--- src/rtl/mem_common.sv ---
// Shared memory-request/response types used by the instruction-side memory path.
package mem_common;

  localparam int ID_W   = 4;
  localparam int ADDR_W = 32;
  localparam int DATA_W = 32;

  typedef struct packed {
    logic              valid;
    logic [ID_W-1:0]   id;
    logic [ADDR_W-1:0] addr;
  } t_mem_req;

  typedef struct packed {
    logic              valid;
    logic [ID_W-1:0]   id;
    logic [DATA_W-1:0] data;
  } t_mem_rsp;

endpackage

--- src/rtl/icache_arb.sv ---
// Shares the icache request port between fetch buffer (demand) and prefetcher,
// tags requests with a slot id and routes fixed-latency responses back home.
module icache_arb
  import mem_common::*;
#(
  parameter int NUM_SLOTS    = 4,
  parameter int STARVE_LIMIT = 3
) (
  input  logic     clk,
  input  logic     reset_n,
  input  t_mem_req fb_arb_req_nnn,
  output logic     arb_fb_rdy_nnn,
  input  t_mem_req pf_arb_req_nnn,
  output logic     arb_pf_rdy_nnn,
  input  logic     flush,
  output t_mem_req arb_ic_req_nnn,
  input  t_mem_rsp ic_arb_rsp_nnn,
  output t_mem_rsp arb_fb_rsp_nnn,
  output t_mem_rsp arb_pf_rsp_nnn,
  output logic     busy
);

  localparam int SLOT_W = $clog2(NUM_SLOTS);
  localparam int CNT_W  = $clog2(STARVE_LIMIT + 1);

  logic [NUM_SLOTS-1:0] slot_valid;
  logic [NUM_SLOTS-1:0] slot_owner;   // 0 = fetch buffer, 1 = prefetcher
  logic [NUM_SLOTS-1:0] slot_killed;
  logic [ID_W-1:0]      slot_orig_id [NUM_SLOTS];

  logic [CNT_W-1:0]  starve_cnt, starve_cnt_nxt;
  logic              can_accept, pf_forced, fb_grant, pf_grant, grant;
  logic [SLOT_W-1:0] alloc_idx, rsp_slot;
  logic              rsp_hit;
  logic [ID_W-1:0]   win_id;
  logic [ADDR_W-1:0] win_addr;

  // NOTE: every signal written in always_comb gets a default first, so no path can infer a latch.
  always_comb begin
    can_accept = !(&slot_valid) && !flush && reset_n;
    pf_forced  = (starve_cnt == CNT_W'(STARVE_LIMIT));
    fb_grant   = can_accept && fb_arb_req_nnn.valid && !(pf_arb_req_nnn.valid && pf_forced);
    pf_grant   = can_accept && pf_arb_req_nnn.valid && (!fb_arb_req_nnn.valid || pf_forced);
    grant      = fb_grant || pf_grant;
    win_id     = pf_grant ? pf_arb_req_nnn.id   : fb_arb_req_nnn.id;
    win_addr   = pf_grant ? pf_arb_req_nnn.addr : fb_arb_req_nnn.addr;

    // Scan high to low so the lowest invalid slot is the one left standing.
    alloc_idx = '0;
    for (int i = NUM_SLOTS - 1; i >= 0; i--) begin
      if (!slot_valid[i]) alloc_idx = SLOT_W'(i);
    end

    // Hold when the grant was blocked by a full table or flush.
    starve_cnt_nxt = starve_cnt;
    if (pf_grant || !pf_arb_req_nnn.valid) begin
      starve_cnt_nxt = '0;
    end else if (fb_grant && !pf_forced) begin
      starve_cnt_nxt = starve_cnt + CNT_W'(1);
    end

    // Ids beyond the slot range never match a live slot.
    rsp_slot = ic_arb_rsp_nnn.id[SLOT_W-1:0];
    rsp_hit  = ic_arb_rsp_nnn.valid && ((ic_arb_rsp_nnn.id >> SLOT_W) == '0) && slot_valid[rsp_slot];
  end

  assign arb_fb_rdy_nnn = fb_grant;
  assign arb_pf_rdy_nnn = pf_grant;
  assign busy           = |slot_valid;

  // NOTE: sequential state is updated with non-blocking assignments only, so later
  // statements in the block still see start-of-cycle values.
  always_ff @(posedge clk or negedge reset_n) begin
    if (!reset_n) begin
      slot_valid  <= '0;
      slot_owner  <= '0;
      slot_killed <= '0;
      starve_cnt  <= '0;
    end else begin
      starve_cnt <= starve_cnt_nxt;
      if (rsp_hit) slot_valid[rsp_slot] <= 1'b0;
      if (grant) begin
        slot_valid[alloc_idx]  <= 1'b1;
        slot_owner[alloc_idx]  <= pf_grant;
        slot_killed[alloc_idx] <= 1'b0;
      end
      // No grant happens while flush is high, so only live slots need marking.
      if (flush) slot_killed <= slot_killed | slot_valid;
    end
  end

  // NOTE: payload storage is left unreset; it is only read behind a valid bit.
  always_ff @(posedge clk) begin
    if (grant) slot_orig_id[alloc_idx] <= win_id;
  end

  always_ff @(posedge clk or negedge reset_n) begin
    if (!reset_n) begin
      arb_ic_req_nnn <= '0;
      arb_fb_rsp_nnn <= '0;
      arb_pf_rsp_nnn <= '0;
    end else begin
      arb_ic_req_nnn <= '0;
      arb_fb_rsp_nnn <= '0;
      arb_pf_rsp_nnn <= '0;
      if (grant) begin
        arb_ic_req_nnn.valid <= 1'b1;
        arb_ic_req_nnn.id    <= ID_W'(alloc_idx);
        arb_ic_req_nnn.addr  <= win_addr;
      end
      if (rsp_hit && !slot_killed[rsp_slot]) begin
        if (slot_owner[rsp_slot]) begin
          arb_pf_rsp_nnn <= '{valid: 1'b1, id: slot_orig_id[rsp_slot], data: ic_arb_rsp_nnn.data};
        end else begin
          arb_fb_rsp_nnn <= '{valid: 1'b1, id: slot_orig_id[rsp_slot], data: ic_arb_rsp_nnn.data};
        end
      end
    end
  end

`ifndef SYNTHESIS
  // Responses still in flight across a reset are expected to miss for a few cycles.
  logic [3:0] assert_mask;

  always_ff @(posedge clk or negedge reset_n) begin
    if (!reset_n) assert_mask <= 4'd8;
    else if (assert_mask != 4'd0) assert_mask <= assert_mask - 4'd1;
  end

  always_ff @(posedge clk) begin
    if (reset_n && assert_mask == 4'd0 && ic_arb_rsp_nnn.valid) assert (rsp_hit);
  end
`endif

endmodule

--- config.mk ---
export PLATFORM = sky130hd
export DESIGN_NAME = icache_arb
export DESIGN_NICKNAME = d
export VERILOG_FILES = /design/src/rtl/mem_common.sv /design/src/rtl/icache_arb.sv
export SDC_FILE = /design/constraint.sdc
export NUM_CORES = 1
export LEC_CHECK = 0
export ABC_AREA = 1
export BUFFER_PORTS_ARGS = -buffer_cell sky130_fd_sc_hd__buf_2
export CAP_MARGIN = 10
export CORE_ASPECT_RATIO = 0.6
export CORE_MARGIN = 4
export CORE_UTILIZATION = 51
export DETAILED_ROUTE_END_ITERATION = 7
export PLACE_DENSITY = 0.84
export SLEW_MARGIN = 25
export SYNTH_ARGS = -nofsm -noshare
export SYNTH_HDL_FRONTEND = slang
export SYNTH_SLANG_ARGS = --single-unit
--- constraint.sdc ---
create_clock -name clk -period 3.5 [get_ports clk]
set_input_delay 0.35 -clock clk [delete_from_list [all_inputs] [get_ports clk]]
set_output_delay 0.35 -clock clk [all_outputs]
set_load 0.005 [all_outputs]
### Word-level counts from Yosys, hierarchy flattened

Memories as Yosys holds them, arrays and structs flattened.
Index checks and enable logic that the tools add are counted.

* bits in registers: 125
* memory bits (writable): 16
* word-level logic and storage cells: 84
* memories: 1

* add/sub/neg operators: 1
* magnitude comparators: 4
* eq/ne operators: 1
* mux-type cells: 30
* bitwise operators: 6
* reduce and logical (&&, ||, !) cells: 28

Memory list
* slot_orig_id: words 4, width 4, read ports 1, clocked after Yosys merged registers in 0, wr ports 1, RTL line icache_arb.sv:29 `logic [ID_W-1:0] slot_orig_id [NUM_SLOTS];`

Operators by type and width (count)
* 37-bit two-way mux: 5
* 32-bit two-way mux: 1
* 4-bit two-way mux: 5
* 1-bit logical AND: 13
* 2-bit two-way mux: 6
* 4-bit AND: 2
* 4-bit inverter: 2
* 4-bit OR: 2
* 1-bit logical NOT: 7
* 1-bit two-way mux: 7
* 1-bit binary-select mux with 2-bit select: 3
* 2-bit by 3-bit < comparator with 1-bit output, second input constant: 2
* 4-bit bitwise mux: 1
* 1-bit demux with 2-bit select: 2
* 2-bit by 1-bit >= comparator with 1-bit output, second input constant: 2
* 4-bit logical NOT: 1
* 4-bit AND reduction: 1
* 2-bit nonzero test: 2
* 4-bit OR reduction: 1
* 1-bit logical OR: 3
* 2-bit by 1-bit adder with 2-bit output, second input constant: 1
* 2-bit == test, second input constant: 1

### Logic depth before layout (Yosys ltp)

Gate-level depths: netlist (run 1).

* word-level depth: 12
* mapped depth: 9

### Worst setup path after synthesis (run 1)

OpenSTA, ideal clock, no wires.

* path type: register -> register
* start: register starve_cnt[0]
* end: memory slot_orig_id[0][0], data pin
* library setup time: 265 ps
* data arrival time: 1326 ps
* data required time: 3235 ps
* path slack: 1909 ps
* stages on the path, launching flop included: 10
* buffers on the path: 2
* clock period less this slack: 1591 ps
* cell sequence: dfrtp_1 -> ha_1 -> nor2_1 -> nor2_1 -> nand2_2 -> buf_4 -> inv_2 -> buf_2 -> nand2_1 -> nand2_1

* word-level cells in the longest chain between the ends: 4

Ends and longest elaborated chain
* start, declared: RTL line icache_arb.sv:31 `logic [CNT_W-1:0] starve_cnt, starve_cnt_nxt;`
* start signal, assigned: RTL line icache_arb.sv:80 `starve_cnt <= starve_cnt_nxt;`
* 2-bit == test: RTL line icache_arb.sv:41 `pf_forced = (starve_cnt == CNT_W'(STARVE_LIMIT));`
* 1-bit logical OR: RTL line icache_arb.sv:43 `pf_grant = can_accept && pf_arb_req_nnn.valid && (!fb_arb_req_nnn.valid || pf_forced);`
* 1-bit logical AND: RTL line icache_arb.sv:43
* named net arb_pf_rdy_nnn: RTL line icache_arb.sv:14 `output logic arb_pf_rdy_nnn,`
* 4-bit two-way mux: RTL line icache_arb.sv:45 `win_id = pf_grant ? pf_arb_req_nnn.id : fb_arb_req_nnn.id;`
* named net win_id[0]: RTL line icache_arb.sv:35 `logic [ID_W-1:0] win_id;`
* end, declared: RTL line icache_arb.sv:29

The timed path passes the listed nets, and every way through them passes these cells.

### Worst setup path after layout (run 1)

* start: register slot_valid[1]
* end: output arb_pf_rdy_nnn

* word-level cells in the longest chain between the ends: 6

Ends and longest elaborated chain
* start, declared: RTL line icache_arb.sv:26 `logic [NUM_SLOTS-1:0] slot_valid;`
* start signal, assigned: RTL line icache_arb.sv:75 `slot_valid <= '0;`
* start signal, assigned by index: RTL line icache_arb.sv:81 `if (rsp_hit) slot_valid[rsp_slot] <= 1'b0;`
* start signal, assigned by index: RTL line icache_arb.sv:83 `slot_valid[alloc_idx] <= 1'b1;`
* 4-bit AND reduction: RTL line icache_arb.sv:40 `can_accept = !(&slot_valid) && !flush && reset_n;`
* 1-bit logical NOT: RTL line icache_arb.sv:40
* 1-bit logical AND (2 in a row): RTL line icache_arb.sv:40
* 1-bit logical AND (2 in a row): RTL line icache_arb.sv:43
* end, declared: RTL line icache_arb.sv:14

Every way passes these cells.

==> results.cfg, run 1 <==
[cells_and_area]
layout_common_cells = buf_2 (224), dfrtp_1 (123), nor2_1 (116), nand2_1 (95), inv_1 (51)
n_antenna_cell = 0
fin_nets = 882
layout-drive-gt1-share = 0.401
areaGrowthSynthToFinish_pct = 31.8
layout_commonest_cell = buf_2

[sta]
setup_violations = 0
slew-limit-headroom = 0.342
hold_slack_ns = 0.00975
rsz0062_at_grt = no
fmax_mhz = 412
min_period_over_period = 0.694
clock_skew_ns = 0.0102
period_minus_slack_ns = 2.43
hold_viol = 0
drv_slew = 0
finalSetupTns_ns = 0
worst_pin_slew_ns = 0.986

[pwr]
power_frac_comb = 0.157
p_int_mw = 3.11
ir_drop_mv = 0.437
swShare = 0.289
power_density_nw_per_um2 = 596
p_sw_mw = 1.26
p_leak_nw = 4.22
p_seq_frac = 0.430
p_clk_frac = 0.413

[global_routing]
first_global_vias = 4432
overflow = 0
grt_pass1_wl_mm = 21.3
grt.total_usage = 0.220
antenna_found_initial = 0
grt_max_degree = 85

[clocking]
post_cts_buffers = 0
clockRootBuffer = clkbuf_16
cts.sinks = 139
hold_buffers = 0
cts_tree = built
cts.clk_slew.worst_paths_ns = 0.06
cts_made_buffers = 17
htree_levels = 4
clk_path_buf_depth = 2
cts_resized = 0
clk_latency_ns = 0.41

[critical_path]
start_kind = flip-flop
r2r-start = slot_valid[1]$_DFF_PN0_
worstSetupStartpoint = slot_valid[1]$_DFF_PN0_
critPathMaxFanout = 41
worstSetupPathType = reg2out
ff2ff_path_depth = 7
arrival_ns = 2.08
r2r-end = slot_orig_id[0][1]$_DFFE_PP_
critPathCaptureType = output port
r2r_setup_slack_ns = 1.37
required_ns = 3.15

[place]
gp_congestion = 0.933
portBuffers = 225
place_hpwl_mm = 10.0

[logic_synthesis]
netlist_instances = 539
synth.cell_area_sq_um = 5570
yosys_register_bits = 139
synth.distinct_cells = 25
seq_area_frac_synth = 0.639
syn_avg_cell_area_sq_um = 10.3
ys.warnings.count = 0

[status]
outcome = finished, final reports clean

[floorplanning]
die_h_um = 89.0
start_util = 0.524
core_sq_um = 10600
die_x_um = 143
fp-row-count = 29
ioPinCount = 228
die_area_sq_um = 12700

[drt]
dr.pass1.iters = 4
num_vias = 4405
antenna_left = 0
drc = 0
drt-total-wl_mm = 13.7
avgRoutedWirePerCell_um = 15.0
viasPerCell = 4.79
drt_iter0_markers = 449

[worst_hold_path]
hold_class = in2async

[flow_run]
maxCapViolCount = 0
## worst max-delay path by stage
stage,end,cells after the start,slack [ns]
CTS,arb_pf_rdy_nnn,6,1.07
finish,arb_pf_rdy_nnn,6,1.07
floorplan,slot_orig_id[0][0]$_DFFE_PP_,9,1.91
detailed placement,arb_fb_rsp_nnn[30]$_DFF_PN0_,8,1.16
global placement,arb_fb_rsp_nnn[30]$_DFF_PN0_,8,1.32
global route,arb_pf_rdy_nnn,6,0.91
## worst max-delay path, stage by stage, from the launching register on
cell and delay, ns:
dfrtp_1 0.48, nand2_2 0.15, nor2_2 0.07, nor2_4 0.12
nand2_2 0.09, inv_2 0.50, buf_2 0.23
## final cells by class
cell class	instances	area (sq um)
repair buffers	228	1150
clock buffers	19	453
flip-flops and latches	139	3560
multi-input cells	324	1640
well taps	139	174
clock inverters	13	153
fillers	764	3290
inverters	57	214
## layer usage
layer | vias to the layer above | global-route usage | routed length, um
li1 | 2108 | - | -
met1 | 2088 | 0.288 | 5670
met2 | 187 | 0.359 | 6800
met3 | 22 | 0.0625 | 1070
met4 | 0 | 0.0768 | 208
met5 | - | 0 | 0
## stage by stage
stage	utilization	setup slack (ns)	power (mW)	cell area (sq um)	std cells
CTS	0.690	1.07	4.41	7340	919
global route	0.691	0.913	4.59	7340	919
finish	0.691	1.07	4.38	7340	919
detailed placement	0.633	1.16	2.58	6730	887
floorplan	-	1.91	2.30	5580	540
global placement	0.633	1.32	2.55	6730	887
## flip-flops by register name (all words and copies together), names as in the netlist
register / count
slot_owner: 4
slot_valid: 4
slot_orig_id: 16
starve_cnt: 2
arb_fb_rsp_nnn: 37
arb_pf_rsp_nnn: 37
arb_ic_req_nnn: 35
slot_killed: 4
## cell usage after synthesis
master    count  area (sq um)
clkbuf_1      3          11.3
nand3_1      13          65.1
buf_2         8          40.0
edfxtp_1     16           480
buf_4         3          22.5
nor2_2        4          25.0
nand2_2       6          37.5
nand3_2       1          10.0
o21ai_1       1          5.00
dfrtp_1     123          3080
o21bai_1      1          7.51
nand4_1       6          37.5
a21oi_1       7          35.0
nand2_1      95           357
nor2_4       33           372
buf_12        3          60.1
buf_6         3          33.8
nand3_4       2          35.0
nor2_8        1          20.0
nor2_1      116           435
ha_1          1          12.5
inv_2         6          22.5
o21ai_0      35           175
conb_1        1          3.75
inv_1        51           191
## logic make-up after synthesis
kind of cell,after synthesis,share of synthesized area
and+or+nand+nor,277,0.250
DFF,139,0.639
buffers and inverters,77,0.0685
AOI/OAI and AO/OA,44,0.0400
adders and majority gates,1,0.00224
other,1,0.000673
## power groups by stage
stage / registers [mW] / logic (mW) / clock network [mW]
2_1_floorplan: 1.88 / 0.422 / 0
3_3_place_gp: 1.90 / 0.649 / 0
3_5_place_dp: 1.90 / 0.679 / 0
4_1_cts: 1.88 / 0.690 / 1.84
5_1_grt: 1.89 / 0.777 / 1.92
6_report: 1.88 / 0.688 / 1.81
No activity file was read; power rests on OpenSTA's default activity.
==> run 2, diff against run 1 <==
--- a/config.mk
+++ b/config.mk
@@ -10,9 +10,9 @@
 export CAP_MARGIN = 10
 export CORE_ASPECT_RATIO = 0.6
 export CORE_MARGIN = 4
-export CORE_UTILIZATION = 51
+export CORE_UTILIZATION = 43
 export DETAILED_ROUTE_END_ITERATION = 7
-export PLACE_DENSITY = 0.84
+export PLACE_DENSITY = 0.75
 export SLEW_MARGIN = 25
 export SYNTH_ARGS = -nofsm -noshare
 export SYNTH_HDL_FRONTEND = slang
==> constraint.sdc (replaced) <==
create_clock -name clk -period 1.9 [get_ports clk]
set_input_delay 0.19 -clock clk [delete_from_list [all_inputs] [get_ports clk]]
set_output_delay 0.19 -clock clk [all_outputs]
set_load 0.005 [all_outputs]
==> results.cfg, run 2 (synthesis results as in run 1) <==
[clocking]
clk_latency_ns = 0.41
cts.clk_slew.worst_paths_ns = 0.06
cts_tree = built
cts_made_buffers = 17
cts.sinks = 139
clk_path_buf_depth = 2
clockRootBuffer = clkbuf_16
htree_levels = 4

[critical_path]
worstSetupStartpoint = starve_cnt[0]$_DFFE_PN0P_
arrival_ns = 1.59
r2r-start = starve_cnt[0]$_DFFE_PN0P_
critPathCaptureType = output port
required_ns = 1.71
start_kind = flip-flop
critPathMaxFanout = 19
worstSetupPathType = reg2out

[worst_hold_path]
hold_class = in2reg
min_from = fb_arb_req_nnn[17]

[drt]
num_vias = 4511
drt-total-wl_mm = 14.4
viasPerCell = 4.63
drt_iter0_markers = 297
avgRoutedWirePerCell_um = 14.8
antenna_left = 0
drc = 0
dr.pass1.iters = 5

[sta]
worst_pin_slew_ns = 0.644
fmax_mhz = 562
drv_slew = 0
hold_viol = 0
period_minus_slack_ns = 1.78
min_period_over_period = 0.937
slew-limit-headroom = 0.571
rsz0062_at_grt = no
setup_violations = 0
finalSetupTns_ns = 0
clock_skew_ns = 0.00811

[cells_and_area]
layout_commonest_cell = buf_2
fin_nets = 911
areaGrowthSynthToFinish_pct = 37.8
design_area_sq_um = 7680
multi_input_area_sq_um = 1650
fin_cells = 974
layout_common_cells = buf_2 (224), dfrtp_1 (123), nor2_1 (114), nand2_1 (95), inv_1 (51)
fillCellCount = 1000
layout-drive-gt1-share = 0.417
n_antenna_cell = 0
ff_latch_area_sq_um = 3560
final_util = 0.621
reg_top3 = arb_fb_rsp_nnn x37, arb_pf_rsp_nnn x37, arb_ic_req_nnn x35

[floorplanning]
die_h_um = 96.2
fp-row-count = 31
start_util = 0.450
die_x_um = 155
core_sq_um = 12400
ioPinCount = 228
die_area_sq_um = 14900

[place]
placed_area_sq_um = 6960
placed_cells = 931
portBuffers = 225
gp_congestion = 0.954
place_hpwl_mm = 10.5

[flow_run]
maxCapViolCount = 0

[pwr]
power_frac_comb = 0.183
p_leak_nw = 4.37
p_sw_mw = 2.41
p_seq_frac = 0.418
ir_drop_mv = 0.640
p_clk_frac = 0.399
swShare = 0.297
p_int_mw = 5.71
power_density_nw_per_um2 = 1060
p_total_mw = 8.12

[global_routing]
first_global_vias = 4439
grt_max_degree = 124
grt.total_usage = 0.194
grt_pass1_wl_mm = 22.5
overflow = 0
antenna_found_initial = 0

[status]
outcome = finished, final reports clean
==> run 2: path summary, 6_finish.rpt <==
path | end | slack, ns | depth (start not counted)
setup / recovery | arb_pf_rdy_nnn | 0.12 | 6
hold / removal | arb_ic_req_nnn[17]$_DFF_PN0_ | 0.01 | 3
setup reg to reg | slot_orig_id[0][3]$_DFFE_PP_ | 0.20 | 7
hold reg to reg | slot_owner[3]$_DFFE_PN0P_ | 0.48 | 2
max in group asynchronous | arb_fb_rsp_nnn[25]$_DFF_PN0_ | 0.99 | 3
min in group asynchronous | slot_killed[1]$_DFFE_PN0P_ | 0.42 | 3
==> run 2: power by group through the flow <==
stage          sequential [mW]  combinational, mW  clock, mW
2_1_floorplan             3.46              0.778          0
3_3_place_gp              3.44               1.43          0
3_5_place_dp              3.44               1.44          0
4_1_cts                   3.39               1.47       3.31
5_1_grt                   3.42               1.66       3.44
6_report                  3.39               1.48       3.24
==> run 2: final cells by class <==
type,count,share of cell area
multi-input cells,324,0.215
repair buffers,256,0.188
flip-flops and latches,139,0.463
inverters,57,0.0288
clock buffers,19,0.0619
well taps,165,0.0269
clock inverters,13,0.0153
repair inverters,1,0.000815
==> run 2: metal layers <==
metal / share of wire / up-vias / global-route usage / routed length, um
met5: 0 / - / 0 / 0
met4: 0.017 / 0 / 0.0669 / 248
met3: 0.049 / 24 / 0.0413 / 701
met2: 0.49 / 131 / 0.311 / 7030
met1: 0.45 / 2180 / 0.266 / 6450
li1: - / 2176 / - / -
==> run 2: timing repair <==
item,in CTS,in global routing
pin swaps,1,1
hold buffers,8,0
hold endpoints to repair,130,0
resized for setup,4,3
cloned,1,0
buffers inserted,1,1
endpoints found under the setup margin,1,26
==> run 2: worst max-delay path, stage by stage (launching register included) <==
cell	delay (ns)
dfrtp_1	0.38
ha_2	0.21
nor2_4	0.14
nor2_2	0.06
nand2_2	0.15
inv_8	0.09
buf_2	0.14
==> run 2: metrics by stage <==
stage	hold WS [ns]	setup WS [ns]
2_1_floorplan	-0.106	0.309
3_3_place_gp	0.362	0.197
3_5_place_dp	0.361	0.114
4_1_cts	0.000528	0.0587
5_1_grt	0.00536	0.0293
6_report	0.0132	0.119
==> run 3, diff against run 2 <==
==> constraint.sdc (replaced) <==
create_clock -name clk -period 1.5 [get_ports clk]
set_input_delay 0.15 -clock clk [delete_from_list [all_inputs] [get_ports clk]]
set_output_delay 0.15 -clock clk [all_outputs]
set_load 0.005 [all_outputs]
==> results.cfg, run 3 (synthesis results as in run 1) <==
[status]
outcome = finished, violations left
failed_checks = negative hold slack, negative setup slack

[sta]
hold_viol = 1
slew-limit-headroom = 0.560
drv_slew = 0
setup_violations = 111
hold_slack_ns = -0.0184
setup_slack_ns = -0.285
rsz0062_at_grt = yes
min_period_over_period = 1.19
period_minus_slack_ns = 1.79
clock_skew_ns = 0.0113
worst_pin_slew_ns = 0.659
fmax_mhz = 560

[clocking]
cts_made_buffers = 17
cts.sinks = 139
clk_latency_ns = 0.42
cts.clk_slew.worst_paths_ns = 0.07
clk_path_buf_depth = 2
htree_levels = 4
clockRootBuffer = clkbuf_16
cts_tree = built

[place]
placed_area_sq_um = 7170
gp_congestion = 0.925
post-place-ws_ns = -0.122
portBuffers = 225
place_hpwl_mm = 10.5

[global_routing]
first_global_vias = 5486
grt_max_degree = 124
grt_pass1_wl_mm = 29.2
antenna_found_initial = 5
overflow = 0
grt.total_usage = 0.258

[floorplanning]
die_area_sq_um = 14900
ioPinCount = 228
die_x_um = 155
core_sq_um = 12400
start_util = 0.450
fp-row-count = 31
die_h_um = 96.2

[pwr]
p_total_mw = 11.6
power_density_nw_per_um2 = 1250
p_leak_nw = 5.04
ir_drop_mv = 0.914

[critical_path]
start_kind = flip-flop
critPathMaxFanout = 7
arrival_ns = 2.10
required_ns = 1.81
worstSetupPathType = reg2reg
critPathCaptureType = flip-flop

[drt]
dr.pass1.iters = 6
num_vias = 5535
drt-total-wl_mm = 21.3
antenna_left = 0
viasPerCell = 5.05
drc = 0
avgRoutedWirePerCell_um = 19.4
drt_iter0_markers = 635

[cells_and_area]
reg_top3 = arb_fb_rsp_nnn x37, arb_pf_rsp_nnn x37, arb_ic_req_nnn x35
layout_commonest_cell = buf_2
final_util = 0.751
fin_nets = 1027
multi_input_area_sq_um = 1970
layout_common_cells = buf_2 (223), dfrtp_1 (123), nor2_1 (96), nand2_1 (77), dlygate4sd3_1 (74)
fillCellCount = 718
design_area_sq_um = 9300
areaGrowthSynthToFinish_pct = 66.8
layout-drive-gt1-share = 0.486
ff_latch_area_sq_um = 3560

[flow_run]
maxCapViolCount = 0

[worst_hold_path]
hold_class = in2reg
-- run 3: cell count changes in the layout (fill, tap and decap cells not counted), moves of 8 or more --
| cell | delta |
|---|---|
| nand2_4 | +9 |
| nand2_2 | +8 |
| o21ai_0 | -25 |
| nand2_1 | -18 |
| nor2_1 | -18 |
| o21ai_2 | +13 |
| inv_1 | -8 |
| buf_4 | +33 |
| nor2_2 | +12 |
| dlygate4sd3_1 | +66 |
-- run 3: routing by layer --
metal / global-route usage / share of wire / vias to the layer above
met5: 0 / 0 / -
met3: 0.0602 / 0.082 / 116
li1: - / - / 2409
met4: 0.154 / 0.064 / 0
met2: 0.436 / 0.50 / 385
met1: 0.305 / 0.36 / 2625
-- run 3: stage by stage --
step | TNS [ns] | std cells
5_1_grt | -18.04 | 1095
3_5_place_dp | -5.11 | 953
6_report | -13.39 | 1096
4_1_cts | -5.16 | 1070
2_1_floorplan | 0 | 540
3_3_place_gp | -1.58 | 953
-- run 3: what timing repair did --
action | 4_1_cts | 5_1_grt
gates cloned | 3 | 7
resized for setup | 75 | 65
endpoints found under the setup margin | 68 | 107
hold endpoints to repair | 173 | 0
setup buffers | 10 | 16
hold buffers | 74 | 0
pin swaps | 10 | 19
-- run 3: cell type report --
type	count	share of cell area
Inverter	57	0.0257
Timing Repair Buffer	373	0.293
Clock buffer	18	0.0462
Tap cell	165	0.0222
Antenna cell	6	0.00162
Sequential cell	139	0.383
Multi-Input combinational cell	324	0.211
Clock inverter	14	0.0174
-- run 3: worst max-delay path, cell delays in order (launching register included) --
cell and delay, ns:
dfrtp_1 0.43, nand2_2 0.12, nor2_4 0.05, nor2_4 0.17
nand2_4 0.09, buf_12 0.14, inv_12 0.06, buf_4 0.18
buf_8 0.15, nor2_1 0.05, nor2_1 0.23
-- run 3: worst paths after layout --
check,startpoint,endpoint,slack [ns],cells past startpoint
worst min register to register,slot_owner[3]$_DFFE_PN0P_,slot_owner[3]$_DFFE_PN0P_,0.51,2
max in group asynchronous,reset_n,arb_fb_rsp_nnn[10]$_DFF_PN0_,0.58,3
worst max-delay path,slot_valid[2]$_DFF_PN0_,arb_ic_req_nnn[14]$_DFF_PN0_,-0.29,10
worst max register to register,slot_valid[2]$_DFF_PN0_,arb_ic_req_nnn[14]$_DFF_PN0_,-0.29,10
worst min-delay path,pf_arb_req_nnn[17],arb_ic_req_nnn[17]$_DFF_PN0_,-0.02,3
min in group asynchronous,reset_n,arb_ic_req_nnn[1]$_DFF_PN0_,0.41,3
-- run 3: where the power goes --
part | switching, mW | internal [mW] | leakage (nW)
clock | 1.78 | 2.49 | 0.281
combinational | 1.69 | 1.30 | 2.94
sequential | 0.216 | 4.14 | 1.82
